`config.mk`:
```
export PLATFORM = sky130hd
export DESIGN_NAME = wb_arbiter_flat
export DESIGN_NICKNAME = d
export VERILOG_FILES = /design/src/rtl/wb_pkg.sv /design/src/rtl/wb_arbiter_if.sv /design/src/rtl/wb_fifo.sv /design/src/rtl/wb_arbiter.sv /design/src/flat_wrapper.sv
export SDC_FILE = /design/constraint.sdc
export NUM_CORES = 1
export LEC_CHECK = 0
export BUFFER_PORTS_ARGS = -buffer_cell sky130_fd_sc_hd__buf_2
export CELL_PAD_IN_SITES_DETAIL_PLACEMENT = 1
export CELL_PAD_IN_SITES_GLOBAL_PLACEMENT = 1
export CORE_MARGIN = 3
export CORE_UTILIZATION = 47
export DETAILED_ROUTE_END_ITERATION = 8
export PLACE_DENSITY = 0.81
export REMOVE_ABC_BUFFERS = 1
export SLEW_MARGIN = 10
export SYNTH_ARGS = -nofsm -noshare
export SYNTH_HDL_FRONTEND = slang
export SYNTH_SLANG_ARGS = --single-unit
```
`constraint.sdc`:
```
create_clock -name clk -period 6.48 [get_ports clk]
set_input_delay 0.972 -clock clk [delete_from_list [all_inputs] [get_ports clk]]
set_output_delay 0.972 -clock clk [all_outputs]
set_load 0.01 [all_outputs]
```
`src/rtl/wb_pkg.sv`:
```
// Shared types for the writeback arbiter: default widths, queued-entry struct,
// write-port source select and the one-hot destination helper.
package wb_pkg;

  localparam int unsigned RAWIDTH = 5;
  localparam int unsigned DWIDTH  = 32;

  typedef struct packed {
    logic [RAWIDTH-1:0] rd;
    logic [DWIDTH-1:0]  data;
  } wb_entry_t;

  typedef enum logic [1:0] {
    SRC_NONE,
    SRC_ALU,
    SRC_FIFO,
    SRC_LSU
  } wb_src_t;

  // x0 is never a real destination, so it maps to an empty mask.
  function automatic logic [2**RAWIDTH-1:0] onehot_rd(input logic [RAWIDTH-1:0] rd);
    onehot_rd = '0;
    if (rd != '0) onehot_rd[rd] = 1'b1;
  endfunction

endpackage

```
`src/rtl/wb_arbiter_if.sv`:
```
// Writeback bus: ALU result, long-latency handshake, register file write port
// and hazard/occupancy status. The arbiter uses the slave modport.
interface wb_arbiter_if #(
  parameter int unsigned RAWIDTH = wb_pkg::RAWIDTH,
  parameter int unsigned DWIDTH  = wb_pkg::DWIDTH,
  parameter int unsigned DEPTH   = 4
);
  localparam int unsigned CW = $clog2(DEPTH) + 1;

  logic                  alu_valid;
  logic [RAWIDTH-1:0]    alu_rd;
  logic [DWIDTH-1:0]     alu_data;
  logic                  lsu_valid;
  logic                  lsu_ready;
  logic [RAWIDTH-1:0]    lsu_rd;
  logic [DWIDTH-1:0]     lsu_data;
  logic                  RegWEn;
  logic [RAWIDTH-1:0]    AddrD;
  logic [DWIDTH-1:0]     DataD;
  logic [2**RAWIDTH-1:0] pending_mask;
  logic [CW-1:0]         fifo_count;

  modport master (
    output alu_valid, alu_rd, alu_data, lsu_valid, lsu_rd, lsu_data,
    input  lsu_ready, RegWEn, AddrD, DataD, pending_mask, fifo_count
  );

  modport slave (
    input  alu_valid, alu_rd, alu_data, lsu_valid, lsu_rd, lsu_data,
    output lsu_ready, RegWEn, AddrD, DataD, pending_mask, fifo_count
  );

endinterface

```
`src/rtl/wb_fifo.sv`:
```
// Long-latency result queue. Exposes every slot and its valid bit so the
// arbiter can build the pending-write mask.
module wb_fifo import wb_pkg::*; #(
  parameter int unsigned DEPTH = 4,
  parameter type entry_t = wb_entry_t,
  localparam int unsigned AW = $clog2(DEPTH)
) (
  input  logic             clk,
  input  logic             rst,
  input  logic             push,
  input  logic             pop,
  input  entry_t           din,
  output entry_t           head,
  output logic             full,
  output logic             empty,
  output logic [AW:0]      count,
  output entry_t           entries [DEPTH],
  output logic [DEPTH-1:0] valid
);

  localparam logic [AW:0] FULL_CNT = (AW+1)'(DEPTH);

  logic [AW-1:0] wr_ptr;
  logic [AW-1:0] rd_ptr;
  logic          do_push;
  logic          do_pop;

  assign full    = (count == FULL_CNT);
  assign empty   = (count == '0);
  assign do_push = push && !full;
  assign do_pop  = pop && !empty;
  assign head    = entries[rd_ptr];

  always_ff @(posedge clk) begin
    if (do_push) entries[wr_ptr] <= din;
  end

  // Pointers wrap naturally because DEPTH is a power of two.
  always_ff @(posedge clk) begin
    if (rst) begin
      wr_ptr <= '0;
      rd_ptr <= '0;
      count  <= '0;
      valid  <= '0;
    end else begin
      if (do_push) begin
        valid[wr_ptr] <= 1'b1;
        wr_ptr        <= wr_ptr + 1'b1;
      end
      if (do_pop) begin
        valid[rd_ptr] <= 1'b0;
        rd_ptr        <= rd_ptr + 1'b1;
      end
      case ({do_push, do_pop})
        2'b10:   count <= count + 1'b1;
        2'b01:   count <= count - 1'b1;
        default: count <= count;
      endcase
    end
  end

endmodule

```
`src/rtl/wb_arbiter.sv`:
```
// Register file write-port driver: ALU first, then queued long-latency results.
// Optional WB_BYPASS_EN lets an accepted result skip an empty, idle queue.
module wb_arbiter import wb_pkg::*; #(
  parameter int unsigned RAWIDTH = wb_pkg::RAWIDTH,
  parameter int unsigned DWIDTH  = wb_pkg::DWIDTH,
  parameter int unsigned DEPTH   = 4
) (
  input logic        clk,
  input logic        rst,
  wb_arbiter_if.slave bus
);

  localparam int unsigned AW = $clog2(DEPTH);

  typedef struct packed {
    logic [RAWIDTH-1:0] rd;
    logic [DWIDTH-1:0]  data;
  } entry_t;

  entry_t                head;
  entry_t                din;
  entry_t                entries [DEPTH];
  logic [DEPTH-1:0]      valid;
  logic                  full;
  logic                  empty;
  logic [AW:0]           count;
  logic                  alu_live;
  logic                  lsu_live;
  logic                  push;
  logic                  pop;
  wb_src_t               src;
  logic                  reg_wen;
  logic [RAWIDTH-1:0]    reg_addr;
  logic [DWIDTH-1:0]     reg_data;
  logic [2**RAWIDTH-1:0] mask;

  wb_fifo #(
    .DEPTH   (DEPTH),
    .entry_t (entry_t)
  ) u_fifo (
    .clk     (clk),
    .rst     (rst),
    .push    (push),
    .pop     (pop),
    .din     (din),
    .head    (head),
    .full    (full),
    .empty   (empty),
    .count   (count),
    .entries (entries),
    .valid   (valid)
  );

  // Writes to x0 are dropped at the source, so they never occupy the port.
  always_comb begin
    alu_live = bus.alu_valid && (bus.alu_rd != '0);
    lsu_live = bus.lsu_valid && !full && (bus.lsu_rd != '0);
    din      = '{rd: bus.lsu_rd, data: bus.lsu_data};
    src      = SRC_NONE;
    if (alu_live)    src = SRC_ALU;
    else if (!empty) src = SRC_FIFO;
`ifdef WB_BYPASS_EN
    else if (lsu_live) src = SRC_LSU;
`endif
    pop  = (src == SRC_FIFO);
    push = lsu_live && (src != SRC_LSU);
  end

  always_ff @(posedge clk) begin
    if (rst) begin
      reg_wen  <= 1'b0;
      reg_addr <= '0;
      reg_data <= '0;
    end else begin
      case (src)
        SRC_ALU: begin
          reg_wen  <= 1'b1;
          reg_addr <= bus.alu_rd;
          reg_data <= bus.alu_data;
        end
        SRC_FIFO: begin
          reg_wen  <= 1'b1;
          reg_addr <= head.rd;
          reg_data <= head.data;
        end
        SRC_LSU: begin
          reg_wen  <= 1'b1;
          reg_addr <= bus.lsu_rd;
          reg_data <= bus.lsu_data;
        end
        default: reg_wen <= 1'b0;
      endcase
    end
  end

  always_comb begin
    mask = '0;
    for (int unsigned i = 0; i < DEPTH; i++) begin
      if (valid[i]) mask[entries[i].rd] = 1'b1;
    end
    if (reg_wen) mask[reg_addr] = 1'b1;
    mask[0] = 1'b0;
  end

  assign bus.lsu_ready    = !full;
  assign bus.fifo_count   = count;
  assign bus.RegWEn       = reg_wen;
  assign bus.AddrD        = reg_addr;
  assign bus.DataD        = reg_data;
  assign bus.pending_mask = mask;

endmodule
```
`src/flat_wrapper.sv`:
```
// flat-port wrapper written by rule: the top's interface ports become plain ports
module wb_arbiter_flat import wb_pkg::*;
#(
  parameter int unsigned RAWIDTH = wb_pkg::RAWIDTH,
  parameter int unsigned DWIDTH  = wb_pkg::DWIDTH,
  parameter int unsigned DEPTH   = 4
)
  (clk, rst, bus_alu_valid, bus_alu_rd, bus_alu_data, bus_lsu_valid, bus_lsu_rd, bus_lsu_data, bus_lsu_ready, bus_RegWEn, bus_AddrD, bus_DataD, bus_pending_mask, bus_fifo_count);
  wb_arbiter_if #(.RAWIDTH(RAWIDTH), .DWIDTH(DWIDTH), .DEPTH(DEPTH)) bus_i ();
  input logic clk;
  input logic rst;
  input wire logic [$bits(bus_i.alu_valid)-1:0] bus_alu_valid;
  input wire logic [$bits(bus_i.alu_rd)-1:0] bus_alu_rd;
  input wire logic [$bits(bus_i.alu_data)-1:0] bus_alu_data;
  input wire logic [$bits(bus_i.lsu_valid)-1:0] bus_lsu_valid;
  input wire logic [$bits(bus_i.lsu_rd)-1:0] bus_lsu_rd;
  input wire logic [$bits(bus_i.lsu_data)-1:0] bus_lsu_data;
  output wire logic [$bits(bus_i.lsu_ready)-1:0] bus_lsu_ready;
  output wire logic [$bits(bus_i.RegWEn)-1:0] bus_RegWEn;
  output wire logic [$bits(bus_i.AddrD)-1:0] bus_AddrD;
  output wire logic [$bits(bus_i.DataD)-1:0] bus_DataD;
  output wire logic [$bits(bus_i.pending_mask)-1:0] bus_pending_mask;
  output wire logic [$bits(bus_i.fifo_count)-1:0] bus_fifo_count;
  assign bus_i.alu_valid = bus_alu_valid;
  assign bus_i.alu_rd = bus_alu_rd;
  assign bus_i.alu_data = bus_alu_data;
  assign bus_i.lsu_valid = bus_lsu_valid;
  assign bus_i.lsu_rd = bus_lsu_rd;
  assign bus_i.lsu_data = bus_lsu_data;
  assign bus_lsu_ready = bus_i.lsu_ready;
  assign bus_RegWEn = bus_i.RegWEn;
  assign bus_AddrD = bus_i.AddrD;
  assign bus_DataD = bus_i.DataD;
  assign bus_pending_mask = bus_i.pending_mask;
  assign bus_fifo_count = bus_i.fifo_count;
  wb_arbiter #(.RAWIDTH(RAWIDTH), .DWIDTH(DWIDTH), .DEPTH(DEPTH)) u_core (.clk(clk), .rst(rst), .bus(bus_i));
endmodule
```
# Word level (Yosys, flattened, before mapping)
# Cells that the tools add are included.
# classes
add_sub_neg,4
mul,0
n_div,0
order_cmp,17
n_eq_ne,7
shift,0
n_mux,34
bitwise,9
n_reduce_logical,22
# op_table
op,count
32-bit 2-to-1 mux,5
148-bit bitwise mux,1
32-bit bitwise OR,4
37-bit 2-to-1 mux,3
32-bit one-hot mux with 3 select lines,1
37-bit binary-select mux with 2-bit select,1
37-bit demux with 2-bit select,1
"5-bit by 6-bit less-than comparator with 1-bit output, second input constant",5
1-bit demux with 5-bit select,5
"5-bit by 1-bit >= comparator with 1-bit output, second input constant",5
5-bit one-hot mux with 3 select lines,1
1-bit logical AND,14
4-bit 2-to-1 mux,3
5-bit nonzero test,2
1-bit 2-to-1 mux,8
"2-bit == test, second input constant",3
"3-bit >= comparator, second input constant",2
"2-bit by 3-bit less-than comparator with 1-bit output, second input constant",2
2-bit inverter with 3-bit output,2
3-bit one-hot mux with 2 select lines,1
"2-bit by 1-bit adder with 2-bit output, second input constant",2
4-bit AND,1
1-bit demux with 2-bit select,2
"2-bit by 1-bit == test with 1-bit output, second input constant",2
14 further kinds,17
# word_totals
reg_bits,197
latchBits,0
mem_bits_rw,0
mem_bits_ro,0
in_bits,78
out_inout_bits,74
word_cells,108
memories,0

# Logic depth before layout (Yosys ltp)
# Gate-level depths: netlist (run 1).
# logic_depth
word_depth,13
ltp_mapped,10
ltp_nobuf,9

# By module
# Synthesis (run 1) repeated with hierarchy kept, for this count alone.
# hier_totals
hier_cells,661
area_unflattened_um2,9290.2
# modules_own_cells
module,instances,cells_per_inst,area_per_inst_um2,seq_area_each_um2
wb_fifo,1,259,5947.0,4664.5
wb_arbiter,1,402,3343.2,760.7

# Worst setup path before layout (run 1)
# OpenSTA, ideal clock, no wires.
# synth_path
path_kind,input port to flip-flop
startpoint,input bus_alu_rd[2]
endpoint,register u_core.u_fifo.count[2]
setup_time_ps,71
arrival_ps,3205
required_ps,6409
setup_slack_ps,3204
cell_stages,10
n_path_buf,1
path_cell_list,or4_4 o21a_1 buf_4 nor2_2 ha_1 inv_1 fa_1 xor2_1 or3_1 a21oi_1
# synth_via
elab_chain_cells,8
word_cells_on_any_way,12
cone_classes,eq/ne (4); mux (2); reduce/logical (6)
# synth_rtl
item,line,source
start: declaration,flat_wrapper.sv:13,input wire logic [$bits(bus_i.alu_rd)-1:0] bus_alu_rd;
5-bit nonzero test (*),wb_arbiter.sv:56,alu_live = bus.alu_valid && (bus.alu_rd != '0);
1-bit logical AND (*),wb_arbiter.sv:56,
2-bit 2-to-1 mux (*),wb_arbiter.sv:60,if (alu_live) src = SRC_ALU;
2-bit != test,wb_arbiter.sv:66,push = lsu_live && (src != SRC_LSU);
1-bit logical AND,wb_arbiter.sv:66,
1-bit logical AND,wb_fifo.sv:30,assign do_push = push && !full;
2-bit by 1-bit == test with 1-bit output / 2-bit == test (equally long branches),wb_fifo.sv:54,"case ({do_push, do_pop})"
3-bit one-hot mux with 2 select lines / 2-bit nonzero test (equally long branches),n/a,
end signal: assignment,wb_fifo.sv:55,2'b10: count <= count + 1'b1;
end signal: assignment,wb_fifo.sv:56,2'b01: count <= count - 1'b1;
end signal: assignment,wb_fifo.sv:57,default: count <= count;
end: declaration,wb_fifo.sv:16,"output logic [AW:0] count,"
# Mark *: on every way between the ends. The rest lies on a longest branch, timed or not.
# A chain may end at the register's enable or synchronous reset.

# Worst setup path in the final report (run 1)
# Same ends and word-level chain as after synthesis.

==> flow_summary.toml, run 1 <==
[status]
status = "completed"

[sta]
rsz0062_at_grt = "no"
hold_violations = 0
setup_violations = 0
drv_slew = 0
fin_skew_ps = 19.4
tightest_slew_ps = 1110
fin_crit_sh_pct = 53.6
max_freq_mhz = 288
fin_crit_ps = 3470
setup-tns-final_ps = 0
slew_headroom_pct = 26.1

[worst_setup_path]
r2r-end = "u_core.u_fifo.count[2]$_SDFFE_PP0P_"
cp_slowest_cell = "or4_4"
start_kind = "input pin"
crit_chain = "buf_2 > or4_4 > o21a_2 > nor2_2 > ha_1 > inv_1 > fa_1 > xor2_1 > or3_1 > a21oi_1"
ff2ff_path_depth = 9
required_ps = 6840
crit_fanout = 39
critPathBufInv = 2
reg2reg_slack_ps = 3850
endpoint_kind = "register"
crit_arrival_ps = 3830
path_class = "input pin to register"
r2r-start = "u_core.u_fifo.count[0]$_SDFFE_PP0P_"
critical-path-top-delay-family = "simple AND/OR/NAND/NOR gates"
critPathMaxStageDelay_ps = 550

[global_routing]
grt_pass1_wl_mm = 42.0
antenna_found_initial = 1
grt_max_degree = 50
grt.total_usage_pct = 27.2
grt_overflow_total = 0
grt_pass1_vias = 7029

[clock_network]
postCtsSetupBuffers = 0
cts-root-buf = "clkbuf_16"
clockBufferDepth = 2
cts_hold_buf = 0
numCtsBuffers = 17
clk_latency_ps = 440
clkSinkCount = 197
cts_resized = 0
cts_tree = "built"
path_clk_slew_ps = 90
htreeDepth = 4

[layout]
drive_gt1_share_pct = 29.2
seqCellArea_um2 = 5430
fin_nets = 912
fillCellCount = 1881
final_cell_mix = "150 x buf_2, 148 x edfxtp_1, 79 x nor2_1"
layout_commonest_cell = "buf_2"
area_delta_synth_final_pct = 16.4
multi_input_area_um2 = 3270
stdcell_area_um2 = 10400

[hold_path]
hold_end = "u_core.bus.DataD[20]$_SDFFE_PP0P_"
hold_path_class = "register to register"
holdCritStartpoint = "u_core.bus.DataD[20]$_SDFFE_PP0P_"
hold_path_depth = 2

[route]
drt_iter0_markers = 532
postRouteAntennaNets = 0
vias = 6736
dr.pass1.iters = 5
wirelength_mm = 27.7
wl_per_cell_um = 26.0
vias_per_cell = 6.30
drc = 0

[yosys]
synthCells = 699
yosysTopAreaCell = "edfxtp_1"
synth_cell_types = 41
yosysWarnings = 0
ys_seq_elements = 197
yosysSeqAreaShare_pct = 60.7
avgSynthCellArea_um2 = 12.8
yosys.area.top_type_share_pct = 49.7
syn-cell-area_um2 = 8940
synthTopCellsByArea = "edfxtp_1 50%, dfxtp_1 11%, mux4_2 9.3%"

[place]
dp_hpwl_mm = 18.4
place_area_um2 = 9800
portBuffers = 150
place_congestion = 0.867

[die]
std_cell_rows = 49
die_area_um2 = 20700
ios = 152
coreArea_um2 = 18300
initial_core_util_pct = 48.8
die_y_um = 144
die_w_um = 144

[power_and_ir_drop]
powerDensity_nw_per_um2 = 349
p_leak_uw = 0.00370
ir_worst_vdd_uv = 216

[flow_run]
maxCapViolCount = 0
==> state kept, by name, summed over array words and instances, names as in the netlist <==
| name | flops |
|---|---|
| u_core.u_fifo.count | 3 |
| u_core.u_fifo.wr_ptr | 2 |
| u_core.u_fifo.valid | 4 |
| u_core.bus.AddrD | 5 |
| u_core.u_fifo.entries | 148 |
| u_core.bus.RegWEn | 1 |
| u_core.u_fifo.rd_ptr | 2 |
| u_core.bus.DataD | 32 |
==> power breakdown <==
group          internal (uW)  switching (uW)
Sequential              1530             142
Combinational            366             568
Clock                    523             505
Total                   2420            1210
==> worst min-delay path: cells and delay by family (launching register included) <==
family,cells,cell delay (ps)
AOI/OAI and AO/OA,2,190
DFF,1,320
==> through the flow <==
| stage | std cells | setup WS (ps) | total power (uW) | utilization (%) | hold slack, ps |
|---|---|---|---|---|---|
| floorplan | 650 | 2780 | 2230 | - | 514 |
| global placement | 1033 | 2750 | 2560 | 53.5 | 528 |
| detailed placement | 1033 | 2570 | 2610 | 53.5 | 534 |
| CTS | 1065 | 3020 | 3650 | 56.6 | 550 |
| global route | 1066 | 2860 | 3800 | 56.7 | 577 |
| finish | 1069 | 3010 | 3640 | 56.8 | 551 |
==> cells by family (layout without fill, tap and decap cells) <==
group / after synthesis / in the layout / synth area share (%)
adder cells (fa/ha/maj): 10 / 10 / 1.48
flip-flops: 197 / 197 / 60.7
AO/OA/AOI/OAI: 154 / 154 / 11.6
other: 1 / 4 / 0.0419
buffers and inverters: 57 / 195 / 2.92
XOR/XNOR: 3 / 3 / 0.294
AND/OR/NAND/NOR: 238 / 238 / 13.4
multiplexers: 39 / 39 / 9.56
==> layer usage <==
layer	vias up	global-route usage [%]	routed length, um
met2	309	46.4	14200
met4	2	9.96	720
met1	3405	35.2	11100
met3	59	4.66	1730
li1	2961	-	-
met5	-	0	7
==> layout make-up <==
cell class | count | area share, %
Inverter | 8 | 0.289
Clock inverter | 13 | 1.21
Antenna cell | 3 | 0.0722
Sequential cell | 197 | 52.2
Clock buffer | 19 | 4.26
Timing Repair Buffer | 155 | 7.77
Multi-Input combinational cell | 445 | 31.5
Tap cell | 229 | 2.75
==> cell usage after synthesis (all sizes together) <==
master  instances
fa              1
nor3            6
a22oi          31
and2            4
inv             8
and3            5
o221ai         16
or4             2
mux4           37
nand3          27
xor2            2
o21a            1
o22ai          16
or2             2
conb            1
or3b            6
nand3b         23
nor2           80
ha              9
nor3b          20
edfxtp        148
a21oi          45
or3             2
clkbuf         34
buf            15
mux2i           1
mux2            1
a211oi         40
o211a           1
xnor2           1
and3b           5
nand2          56
o21ai           4
dfxtp          49
==> how the worst max path moves through the flow <==
stage / end / cells past startpoint / from
after CTS: u_core.u_fifo.count[2]$_SDFFE_PP0P_ / 10 / bus_alu_rd[2]
final: u_core.u_fifo.count[2]$_SDFFE_PP0P_ / 10 / bus_alu_rd[2]
after global placement: u_core.u_fifo.count[2]$_SDFFE_PP0P_ / 10 / bus_alu_rd[2]
after floorplan: u_core.u_fifo.count[2]$_SDFFE_PP0P_ / 8 / u_core.u_fifo.count[0]$_SDFFE_PP0P_
after global routing: u_core.u_fifo.count[2]$_SDFFE_PP0P_ / 10 / bus_alu_rd[2]
after detailed placement: u_core.u_fifo.count[2]$_SDFFE_PP0P_ / 10 / bus_alu_rd[2]
Power figures use the tool's default switching activity.
==> run 2: changes to the inputs <==
Settings changed: ABC_AREA set to 1, CORE_UTILIZATION 47 to 39, PLACE_DENSITY 0.81 to 0.76.
Clock period 6.48 ns to 3.1 ns, I/O delays scaled along.
==> run 2 against run 1 <==
Effect of this change: clock power increased by 110%; via count up 26%; first-iteration DRC count up 1.1%; worst hold slack worse by 320 ps; setup slack lost 2500 ps; final area rose by 8.5%; global-route usage shrank 4.2 points; register-to-register slack worse by 3300 ps; clock skew shrank 8.8 ps.
==> flow_summary.toml, run 2 <==
[worst_setup_path]
ff2ff_path_depth = 11
path_class = "register to register"
start_kind = "register"
r2r-start = "u_core.u_fifo.count[2]$_SDFFE_PP0P_"
crit_fanout = 23
required_ps = 3430
r2r-end = "u_core.u_fifo.count[2]$_SDFFE_PP0P_"
reg2reg_slack_ps = 500
endpoint_kind = "register"
crit_arrival_ps = 2930

[global_routing]
grt_pass1_wl_mm = 46.9
grt_max_degree = 81
antenna_found_initial = 6
grt_overflow_total = 0
grt.total_usage_pct = 23.1
grt_pass1_vias = 8575

[clock_network]
clkSinkCount = 197
cts_resized = 0
numCtsBuffers = 17
cts_tree = "built"
htreeDepth = 4
clk_latency_ps = 440
cts_hold_buf = 0
postCtsSetupBuffers = 0
clockBufferDepth = 2
path_clk_slew_ps = 80
cts-root-buf = "clkbuf_16"

[yosys]
synth_edf_count = 148
syn-cell-area_um2 = 9600
synthCells = 1120
yosysWarnings = 0
synthTopCellsByArea = "edfxtp_1 46%, nand2_1 12%, dfxtp_1 10%"
yosysTopAreaCell = "edfxtp_1"
avgSynthCellArea_um2 = 8.57
yosysSeqAreaShare_pct = 56.5
synth_cell_types = 29
ys_seq_elements = 197
synthArstFlopShare_pct = 0
synth_most_common_cell = "nand2_1"
netlist_top_cells_count = "309 x nand2_1, 183 x nand3_1, 151 x inv_1"
synth_ff_type = "edfxtp_1"
yosys.area.top_type_share_pct = 46.3

[sta]
fin_crit_ps = 2600
setup_ws_ps = 502
setup_violations = 0
fin_skew_ps = 10.6
max_freq_mhz = 385
holdWs_ps = 235
hold_violations = 0
tightest_slew_ps = 887
slew_headroom_pct = 40.9
fin_crit_sh_pct = 83.8
rsz0062_at_grt = "no"
drv_slew = 0

[die]
coreArea_um2 = 23800
ios = 152
die_y_um = 163
die_w_um = 163
std_cell_rows = 56
initial_core_util_pct = 40.3
die_area_um2 = 26500

[layout]
layout_commonest_cell = "nand2_1"
area_delta_synth_final_pct = 17.6
drive_gt1_share_pct = 17.0
fin_nets = 1355
final_cell_mix = "309 x nand2_1, 183 x nand3_1, 150 x buf_2"
largest_reg_flops = 148
layout.cells.non_filler = 1600
stdcell_area_um2 = 11300
top_register = "u_core.u_fifo.entries"
fillCellCount = 2910

[hold_path]
holdCritStartpoint = "bus_lsu_data[11]"
hold_path_depth = 1
hold_path_class = "input pin to register"
hold_end = "u_core.u_fifo.entries[11]$_DFFE_PP_"

[power_and_ir_drop]
p_leak_uw = 0.00514
clockPowerShare_pct = 26.6
ir_worst_vdd_uv = 625
power_uw = 8140
power_frac_comb_pct = 31.1
internal_power_uw = 5100
swShare_pct = 37.3
p_seq_share_pct = 42.3
powerDensity_nw_per_um2 = 721
power_switching_uw = 3030

[place]
dpl.cell_count = 1567
place_ws_ps = 354
dp_hpwl_mm = 21.4
portBuffers = 150
place_area_um2 = 10700
place_congestion = 0.965

[route]
dr.pass1.iters = 6
drc = 0
vias = 8459
vias_per_cell = 5.29
wirelength_mm = 30.8
drt_iter0_markers = 538
postRouteAntennaNets = 0
wl_per_cell_um = 19.3

[flow_run]
maxCapViolCount = 0

[status]
status = "completed"
==> run 2: cell count changes in the layout (fill, tap and decap cells not counted), sizes merged, moves of 16 or more <==
| cell | delta |
|---|---|
| inv | +144 |
| buf | +16 |
| nand3 | +157 |
| o21ai | +29 |
| o221ai | -16 |
| nor3b | -20 |
| mux4 | -37 |
| nand2 | +256 |
| a211oi | -40 |
| a22oi | -31 |
==> run 2: worst max-delay path, cell delays in order (launching register included) <==
cell and delay (ps):
dfxtp_1 410, nor3_4 80, inv_2 370, nand2_2 320, inv_2 230, ha_1 170
inv_1 60, fa_1 370, a21oi_1 140, o21ai_0 100, o21ai_0 160, a21oi_1 50
==> run 2: logic make-up after synthesis <==
| family | Yosys count | share of synthesized area, % |
|---|---|---|
| simple gates | 603 | 27.0 |
| buf+inv | 199 | 8.29 |
| flops | 197 | 56.5 |
| compound gates | 110 | 6.72 |
| fa+ha+maj | 10 | 1.38 |
| other cells | 1 | 0.0391 |
==> run 2: worst max-delay path by stage <==
stage,from,to,slack [ps],cells past startpoint
after floorplan,u_core.u_fifo.rd_ptr[0]$_SDFFE_PP0N_,u_core.u_fifo.rd_ptr[1]$_SDFFE_PP0N_,-80,4
after global placement,bus_alu_rd[3],u_core.u_fifo.count[2]$_SDFFE_PP0P_,340,13
after detailed placement,bus_alu_rd[3],u_core.u_fifo.count[2]$_SDFFE_PP0P_,350,13
after CTS,u_core.u_fifo.count[2]$_SDFFE_PP0P_,u_core.u_fifo.count[2]$_SDFFE_PP0P_,480,11
after global routing,u_core.u_fifo.count[2]$_SDFFE_PP0P_,u_core.u_fifo.count[2]$_SDFFE_PP0P_,210,11
final,u_core.u_fifo.count[2]$_SDFFE_PP0P_,u_core.u_fifo.count[2]$_SDFFE_PP0P_,500,11
==> run 2: through the flow <==
stage / setup TNS (ps) / util (%)
2_1_floorplan: -79.1 / -
3_3_place_gp: 0 / 44.9
3_5_place_dp: 0 / 44.9
4_1_cts: 0 / 47.4
5_1_grt: 0 / 47.4
6_report: 0 / 47.4
==> run 2: layout make-up <==
class | count | area [um2] | area share (%)
repair buffers | 171 | 921 | 8.16
inverters | 156 | 586 | 5.19
diodes | 1 | 2.50 | 0.0222
multi-input cells | 724 | 3370 | 29.9
flip-flops and latches | 197 | 5430 | 48.1
clock inverters | 14 | 144 | 1.28
well taps | 319 | 399 | 3.54
clock buffers | 18 | 429 | 3.80
==> run 2: power groups by stage <==
stage | Clock, uW | Sequential [uW] | Combinational, uW
3_3_place_gp | 0 | 3480 | 2450
3_5_place_dp | 0 | 3500 | 2530
2_1_floorplan | 0 | 3600 | 1380
6_report | 2160 | 3440 | 2530
5_1_grt | 2310 | 3480 | 2840
4_1_cts | 2200 | 3440 | 2560
==> run 2: layer usage <==
| layer | vias up | GRT usage [%] | routed length, um |
|---|---|---|---|
| met5 | - | 0 | 68 |
| met4 | 10 | 7.80 | 552 |
| met3 | 55 | 4.45 | 2010 |
| met2 | 296 | 40.0 | 15400 |
| met1 | 4088 | 28.9 | 12800 |
| li1 | 4010 | - | - |
